## src/rtl/mmio_uart_tx.sv

```systemverilog
// mmio_uart_tx: memory-mapped 8N1 UART transmitter on the core data bus.
// Stores fill a byte FIFO; a combinational status word supports polling.
module mmio_uart_tx #(
  parameter int unsigned CLKS_PER_BIT = 16,
  parameter int unsigned FIFO_DEPTH   = 8,
  parameter logic [31:0] TX_ADDR      = 32'h20,
  parameter logic [31:0] STATUS_ADDR  = 32'h24
) (
  input  logic        clk,
  input  logic        rst_n,
  input  logic [31:0] bus_addr,
  input  logic [31:0] bus_wdata,
  input  logic        bus_we,
  output logic        bus_sel,
  output logic [31:0] bus_rdata,
  output logic        uart_tx,
  output logic        tx_busy
);

  localparam int AW = $clog2(FIFO_DEPTH);
  localparam int CW = AW + 1;
  localparam int BW = $clog2(CLKS_PER_BIT);

  localparam logic [BW-1:0] BAUD_LAST =
    BW'(CLKS_PER_BIT - 1);
  localparam logic [CW-1:0] FULL_CNT =
    CW'(FIFO_DEPTH);

  typedef enum logic [1:0] {
    IDLE,
    START,
    DATA,
    STOP
  } state_t;

  state_t state_q;
  state_t state_d;

  logic [7:0]    mem [FIFO_DEPTH];
  logic [AW-1:0] wr_ptr;
  logic [AW-1:0] rd_ptr;
  logic [CW-1:0] count;
  logic          overflow;

  logic [7:0]    shreg;
  logic [7:0]    shreg_d;
  logic [2:0]    bit_q;
  logic [2:0]    bit_d;
  logic [BW-1:0] baud_q;
  logic [BW-1:0] baud_d;
  logic [BW-1:0] baud_inc;
  logic          baud_last;
  logic          tx_d;

  logic hit_tx;
  logic hit_st;
  logic push_req;
  logic push;
  logic pop;
  logic empty;
  logic full;
  logic ovf_set;
  logic ovf_clr;
  logic [31:0] status;
  logic unused_wdata;

  assign unused_wdata = ^bus_wdata[31:8];

  // Bus decode
  assign hit_tx   = bus_addr == TX_ADDR;
  assign hit_st   = bus_addr == STATUS_ADDR;
  assign bus_sel  = hit_tx | hit_st;
  assign push_req = bus_we & hit_tx;
  assign ovf_clr  = bus_we & hit_st
                  & bus_wdata[2];

  // FIFO flags; a pop at the same edge frees a slot
  assign empty   = count == '0;
  assign full    = count == FULL_CNT;
  assign push    = push_req & (~full | pop);
  assign ovf_set = push_req & full & ~pop;

  assign tx_busy = ~empty | (state_q != IDLE);

  assign status = {
    16'h0000,
    8'(count),
    4'h0,
    empty,
    overflow,
    full,
    tx_busy
  };

  assign bus_rdata = hit_st ? status : '0;

  assign baud_last = baud_q == BAUD_LAST;
  assign baud_inc  = baud_last ? '0
                   : baud_q + 1'b1;

  always_comb begin
    state_d = state_q;
    tx_d    = uart_tx;
    pop     = 1'b0;
    baud_d  = baud_inc;
    bit_d   = bit_q;
    shreg_d = shreg;
    unique case (state_q)
      IDLE: begin
        tx_d   = 1'b1;
        baud_d = '0;
        if (!empty) begin
          pop     = 1'b1;
          shreg_d = mem[rd_ptr];
          state_d = START;
          tx_d    = 1'b0;
        end
      end
      START: begin
        if (baud_last) begin
          state_d = DATA;
          bit_d   = '0;
          tx_d    = shreg[0];
        end
      end
      DATA: begin
        if (baud_last) begin
          shreg_d = {1'b0, shreg[7:1]};
          if (bit_q == 3'd7) begin
            state_d = STOP;
            tx_d    = 1'b1;
          end else begin
            bit_d = bit_q + 3'd1;
            tx_d  = shreg[1];
          end
        end
      end
      STOP: begin
        tx_d = 1'b1;
        if (baud_last) begin
          // chain straight into the next start bit
          if (!empty) begin
            pop     = 1'b1;
            shreg_d = mem[rd_ptr];
            state_d = START;
            tx_d    = 1'b0;
          end else begin
            state_d = IDLE;
          end
        end
      end
      default: begin
        state_d = IDLE;
        tx_d    = 1'b1;
      end
    endcase
  end

  always_ff @(posedge clk or negedge rst_n) begin
    if (!rst_n) begin
      state_q <= IDLE;
      uart_tx <= 1'b1;
      baud_q  <= '0;
      bit_q   <= '0;
      shreg   <= '0;
    end else begin
      state_q <= state_d;
      uart_tx <= tx_d;
      baud_q  <= baud_d;
      bit_q   <= bit_d;
      shreg   <= shreg_d;
    end
  end

  always_ff @(posedge clk or negedge rst_n) begin
    if (!rst_n) begin
      wr_ptr   <= '0;
      rd_ptr   <= '0;
      count    <= '0;
      overflow <= 1'b0;
    end else begin
      if (push)
        wr_ptr <= wr_ptr + 1'b1;
      if (pop)
        rd_ptr <= rd_ptr + 1'b1;
      case ({push, pop})
        2'b10:   count <= count + 1'b1;
        2'b01:   count <= count - 1'b1;
        default: count <= count;
      endcase
      if (ovf_set)
        overflow <= 1'b1;
      else if (ovf_clr)
        overflow <= 1'b0;
    end
  end

  // Storage needs no reset: the pointers define validity
  always_ff @(posedge clk) begin
    if (push)
      mem[wr_ptr] <= bus_wdata[7:0];
  end

endmodule

```

## config.mk

```make
export PLATFORM = sky130hd
export DESIGN_NAME = mmio_uart_tx
export DESIGN_NICKNAME = d
export VERILOG_FILES = /design/src/rtl/mmio_uart_tx.sv
export SDC_FILE = /design/constraint.sdc
export NUM_CORES = 1
export LEC_CHECK = 0
export CAP_MARGIN = 20
export CORE_MARGIN = 2
export CORE_UTILIZATION = 40
export DETAILED_ROUTE_END_ITERATION = 10
export PLACE_DENSITY_LB_ADDON = 0.05
export SLEW_MARGIN = 0
export SYNTH_ARGS = -nofsm -noshare
export SYNTH_HDL_FRONTEND = slang
export SYNTH_SLANG_ARGS = --single-unit
```

## constraint.sdc

```tcl
create_clock -name clk -period 3.3 [get_ports clk]
set_clock_uncertainty 0.2 [all_clocks]
set_input_delay 0.825 -clock clk [delete_from_list [all_inputs] [get_ports clk]]
set_output_delay 0.825 -clock clk [all_outputs]
set_load 0.02 [all_outputs]
```

==> impl_results.md, run 1 <==
* # rows at 38
* Minimum clock period at approximately 3200 ps
* Starting Density at 0.4055
* Final Cycle Share at 0.9832
* HPWL after DPL at approximately 6100 µm
* Final ANT Viol Nets at 0
* Clock latency at the later pin of the worst-skew pair at between 300 and 400 ps
* Seq/Total Area, Yosys at 0.6106
* Async S/R FF share, synth at 0.3118
* FF-to-FF End: count[3]
* Max cap viols at 0
* Core Region at 10700 µm²
* Initial antenna violation count at 0
* EDFF count, synth at 64
* R2R setup slack at ~380 ps
* Crit path buf inv count at 3
* Worst Setup SP: bus_addr[31]
* Worst Max-Slew Pin Slew at 703.5 ps
* WL final at approximately 8400 µm
* Crit path capture type: output pin
* I/O pin total at just over 100
* CTS buffer count at 9
* Final Non-Filler Cells at 532
* Hold path startpoint: uart_tx
* Reg2reg path depth at 11
* Max incr delay on CP at around 550 ps
* Fmax at 0.3082 GHz
* FF+latch count, synth at 93
* CP delay by family, top: simple AND/OR/NAND/NOR gates
* 1st-iter DRT viols at 100
* Largest net degree at the start of global routing at 30
* DIE WIDTH at between 100 and 150 µm
* Vias at between 2k and 3k
* Final Util at 0.5069
* Number of fill cells at about 940
* Pwr per Cell Area at between 300 and 400 nW/µm²
* Worst path depth at 6
* Design Power at 2.149 mW
* Final hold slack at a little over 300 ps
* Clk root buf: clkbuf_8
* Lkg Pwr at around 2.2 nW
* Mapped cell area at 4338 µm²
* CP max stage cell: or4_4
* Crit Path Max Fanout at 5
* Ys flop type: edfxtp_1
* Fin area at 5423 µm²
* GR Util All Layers at 0.1539
* Worst Path Required at roughly 2300 ps
* Worst Setup EP: bus_rdata[11]
* Share of cells above drive strength 1 at 0.2730
* Setup crit start kind: input port
* CP dominant cell by count: buf_6
* First-pass GRT wire length at 13380 µm
* Layout Area Growth over Synthesis at 25.01%
* Worst Path Arrival at around 2200 ps
* RSZ-0062 raised after global routing: yes
* Grt total ovfl at 0
* # clock sinks at between 90 and 100
* Longest Clk Path Bufs at 2
* Vias in the first global route at ~2.6k
* Post-Syn Area per Cell at 14.46 µm²
* Post-synthesis cell count at 300
* Final setup violation count at 0
* Cell Chain, Critical Path: clkdlybuf4s15_1 -> or4_4 -> nor3_4 -> buf_6 -> and3_4 -> buf_6
* Outcome: finished, final reports clean
* Clock transition at the registers of the reported paths at about 100 ps
* Die area at approximately 12000 µm²
* Vias per Instance at slightly below 5
* FF-to-FF Start: baud_q[0]
* Hold WC Path Type: reg -> reg
* Chip Height at 108.1 µm
* Synthesis Warnings at 0
* CTS tree: done
* Hold Buf Count CTS at 0
* Hold Vio Cnt, Final at 0
* # H-tree levels at 3
* Synth cell types at 49
* Drt first pass iters at 4
* Drt drc at 0
* Number of port buffers at 53
* Ant diodes at 0
* Peak VDD IR at 0.1946 mV
* Routed wire per std cell at 15.75 µm
* Crit Path Class: in -> out
* Slew HR at 0.5310
* GPL Wtd Cong at 0.7332
* Final slew viol count at 0
* DP Cell Count at approximately 500
* Final net count at ~470
* Placed inst area at 5141 µm²
-- flip-flops by register name, indices dropped and copies added (netlist names), 2 cells and up --
name,count
baud_q,4
bit_q,3
count,4
mem,64
rd_ptr,3
shreg,8
state_q,2
wr_ptr,3
-- logic make-up (layout without fill, tap and decap cells) --
logic type	count (synthesis)	in the layout	share of synthesized area
AND/OR/NAND/NOR	69	69	0.08884
buffers and inverters	43	112	0.05942
XOR/XNOR	7	7	0.01413
multiplexers	29	29	0.1151
adder cells (fa/ha/maj)	13	13	0.03923
AO/OA/AOI/OAI	45	45	0.07182
other	1	24	0.0008645
flip-flops	93	93	0.6106
-- worst min-delay path, cell delays in order, from the launching register on --
cell     delay [ps]
dfstp_2         380
inv_1            40
o21ai_0          80
-- through the flow --
stage                     worst slack (ps)  setup TNS, ps
after floorplan                      5.218              0
after global placement              -720.8         -29960
after detailed placement            -717.9         -28830
after CTS                            16.35              0
after global routing                -1.340         -1.340
final                                55.33              0
-- cell type report --
| class | count | area [µm²] | area share |
|---|---|---|---|
| clock buffer | 9 | 123.9 | 0.02284 |
| inverter | 9 | 33.78 | 0.006230 |
| timing repair buffer | 87 | 758.2 | 0.1398 |
| clock inverter | 7 | 88.84 | 0.01638 |
| tap | 140 | 175.2 | 0.03230 |
| multi-input combinational | 187 | 1594 | 0.2940 |
| sequential | 93 | 2649 | 0.4885 |
-- report_power, final --
part / internal, mW / total, mW / switching [mW]
sequential: 1.25 / 1.25 / 0.000000000526
clock: 0.370 / 0.809 / 0.438
combinational: 0.0391 / 0.0928 / 0.0537
-- what timing repair did --
action | 4_1_cts | 5_1_grt
resized for setup | 78 | 33
setup endpoints to repair | 42 | 44
pin swaps | 15 | 12
setup buffers | 2 | 1
-- per-layer routing --
layer,vias up,global-route usage,routed length [µm]
li1,1268,-,-
met1,1311,0.1975,3715
met2,40,0.2619,4312
met3,9,0.02712,235
met4,0,0.05769,116
met5,-,0,0
-- worst min path at each step --
stage	slack, ps	end	cells after the start
detailed placement	290	baud_q[0]	1
finish	310	uart_tx	2
global placement	280	uart_tx	2
CTS	310	baud_q[0]	1
floorplan	250	overflow	2
global route	330	baud_q[0]	1
-- layout by cell type, fill, tap and decap left out, types with 5 or more instances in the layout --
cell type / n
inv_1: 9
mux4_2: 16
dfrtp_1: 28
dlymetal6s2s_1: 6
edfxtp_1: 64
nand2_1: 17
conb_1: 24
buf_6: 6
ha_1: 12
clkbuf_8: 9
o21ai_0: 10
clkdlybuf4s15_1: 9
dlygate4sd2_1: 7
o31ai_1: 7
buf_4: 35
nor2_1: 18
a22oi_1: 8
nor3_1: 5
clkbuf_2: 5
clkdlybuf4s50_1: 15
mux2i_1: 9
-- cell usage after synthesis, drive strengths merged, types with 6 or more instances --
library cell   n  area (µm²)
dfrtp         28       700.7
nor4           6       52.55
edfxtp        64        1922
mux4          16       360.4
nand2         19       73.82
buf           28       201.4
mux2i          9       90.09
nor3           8       61.31
o31ai          7       52.55
clkbuf         6       22.52
inv            9       33.78
nor2          18       67.56
o21ai         10       50.05
a22oi          8       60.06
ha            12       150.1
No activity file was read; power rests on OpenSTA's default activity.
==> run 2: changes to the inputs <==
--- a/config.mk
+++ b/config.mk
@@ -10,7 +10,6 @@
 export CORE_UTILIZATION = 40
 export DETAILED_ROUTE_END_ITERATION = 10
 export PLACE_DENSITY_LB_ADDON = 0.05
-export SLEW_MARGIN = 0
 export SYNTH_ARGS = -nofsm -noshare
 export SYNTH_HDL_FRONTEND = slang
 export SYNTH_SLANG_ARGS = --single-unit
==> results of run 2 <==
Final layout, timing and power as in run 1 (identical DEF).
==> run 3: changes to the inputs <==
--- a/config.mk
+++ b/config.mk
@@ -7,8 +7,9 @@
 export LEC_CHECK = 0
 export CAP_MARGIN = 20
 export CORE_MARGIN = 2
-export CORE_UTILIZATION = 40
+export CORE_UTILIZATION = 35
 export DETAILED_ROUTE_END_ITERATION = 10
+export MAX_ROUTING_LAYER = met4
 export PLACE_DENSITY_LB_ADDON = 0.05
 export SYNTH_ARGS = -nofsm -noshare
 export SYNTH_HDL_FRONTEND = slang
==> run 3 against run 2 <==
Against the previous run: sequential cell count did not move; non-clock buffer count fell by 1; combinational power fell by 0.6%; final cell count rose by 5.1%; critical path type unchanged; critical endpoint is now bus_rdata[10]; largest power group unchanged.
==> impl_results.md, run 3 (synthesis gave the netlist of run 1 again) <==
* Vias in the first global route at 2690
* Final net count at 466
* CP delay by family, top: simple AND/OR/NAND/NOR gates
* First-pass GRT wire length at between 10000 and 15000 µm
* Layout Area Growth over Synthesis at 28.61%
* Final setup violation count at 0
* Slew HR at 0.4814
* Hold Buf Count CTS at 0
* Max cap viols at 0
* # H-tree levels at 3
* Most common cell after layout, fill and taps aside: edfxtp_1
* Number of port buffers at 53
* Fmax at roughly 0.31 GHz
* Crit path buf inv count at 3
* Crit path capture type: output pin
* Final TNS setup at 0 ps
* Ant diodes at 0
* Largest regs: mem: 64 flops, shreg: 8 flops
* CTS tree: done
* Routed wire per std cell at 16.01 µm
* Drt first pass iters at 4
* Hold WC Path Type: reg -> reg
* Starting Density at 0.3596
* Max incr delay on CP at roughly 530 ps
* Clock transition at the registers of the reported paths at 70 ps
* GPL Wtd Cong at 0.7407
* Peak VDD IR at approximately 0.28 mV
* Worst Max-Slew Pin Slew at 777.9 ps
* Largest net degree at the start of global routing at 30
* Worst Path Required at ~2300 ps
* Core Region at between 10000 and 15000 µm²
* HPWL after DPL at roughly 6200 µm
* Die area at about 13000 µm²
* Crit Path Class: in -> out
* Vias at between 2k and 3k
* Vias per Instance at around 4.7
* WL final at about 8900 µm
* Clock latency at the later pin of the worst-skew pair at approximately 340 ps
* Drt drc at 0
* Worst Path Arrival at 2200 ps
* I/O pin total at between 100 and 150
* 1st-iter DRT viols at between 100 and 150
* Largest register FFs at 64
* Final Util at 0.4626
* Crit Path Max Fanout at 5
* DIE WIDTH at between 100 and 150 µm
* Cell Chain, Critical Path: clkdlybuf4s15_1 -> or4_4 -> nor3_4 -> buf_6 -> and3_4 -> buf_6
* # rows at 40
* Minimum clock period at 3228 ps
* CP dominant cell by count: buf_6
* Clk root buf: clkbuf_16
* Largest Register: mem
* Longest Clk Path Bufs at 2
* Initial antenna violation count at 0
* CP max stage cell: or4_4
* Grt total ovfl at 0
* Outcome: finished, final reports clean
* Chip Height at around 120 µm
* CTS buffer count at 9
* Share of cells above drive strength 1 at 0.2839
* Final Cycle Share at 0.9781
* Most frequent cells in the layout: edfxtp_1, buf_4, dfrtp_1, conb_1, nand2_1
* Lkg Pwr at ~2.2 nW
* Setup crit start kind: input port
* GR Util All Layers at 0.1498
* Hold Vio Cnt, Final at 0
* Pwr per Cell Area at ~420 nW/µm²
* Final slew viol count at 0
* # clock sinks at 93
* Final ANT Viol Nets at 0
==> run 3: changes by cell type in the layout (fill, tap and decap cells not counted), sizes merged <==
| cell | delta |
|---|---|
| dlygate4sd2 | +4 |
| bufinv | -1 |
| clkinv | +1 |
| buf | -3 |
| clkbuf | +1 |
| clkdlybuf4s15 | -3 |
==> run 3: metal layers <==
metal | global-route usage | vias up | wire length (µm) | part of all wire
met2 | 0.2534 | 51 | 4625 | 0.52
met3 | 0.04217 | 4 | 273 | 0.031
met1 | 0.1791 | 1302 | 3998 | 0.45
li1 | - | 1267 | - | -
met5 | - | - | 0 | 0
met4 | 0.03133 | 0 | 49 | 0.0055
==> run 3: final timing paths <==
kind / endpoint / cells after the start / from / slack, ps
min in group asynchronous: count[2] / 2 / rst_n / 680
max: bus_rdata[10] / 6 / bus_addr[26] / 70
min reg2reg: uart_tx / 2 / uart_tx / 290
min: uart_tx / 2 / uart_tx / 290
max in group asynchronous: uart_tx / 2 / rst_n / 1880
max reg2reg: count[2] / 9 / baud_q[0] / 430
==> run 3: power by group <==
group	switching [mW]	internal, mW
clock network	0.477	0.531
logic	0.0545	0.0377
registers	0.000000000535	1.25
total	0.532	1.82
==> run 3: timing repair <==
item                       4_1_cts  5_1_grt
pin swaps                       15       18
gates cloned                     0        0
setup endpoints to repair       43       43
resized for setup               77       40
setup buffers                    3        2
==> run 3: final cells by class <==
| class | count | area (µm²) |
|---|---|---|
| clock buffers | 9 | 225.2 |
| clock inverters | 7 | 67.56 |
| fillers | 1119 | 6482 |
| inverters | 9 | 36.28 |
| multi-input cells | 187 | 1638 |
| flip-flops and latches | 93 | 2649 |
| well taps | 168 | 210.2 |
| repair buffers | 86 | 753.2 |
==> run 3: worst register-to-register path, cell delays in order (launching register included) <==
cell and delay (ps):
dfrtp_1 400, ha_1 240, and3_1 380, a21oi_2 120
nor3_4 180, or2b_4 300, buf_4 150, fa_1 380
xnor2_1 150, mux2_4 260
==> run 3: per-stage QoR <==
stage / total power, mW / hold slack, ps / setup WS [ps] / instance area [µm²] / instances
floorplan: 1.323 / 254.1 / 5.218 / 4434 / 323
global placement: 1.370 / 274.1 / -693.2 / 5154 / 537
detailed placement: 1.372 / 278.9 / -697.4 / 5154 / 537
CTS: 2.381 / 290.4 / 5.916 / 5475 / 556
global route: 2.435 / 313.3 / -19.01 / 5579 / 559
finish: 2.348 / 285.9 / 72.29 / 5579 / 559
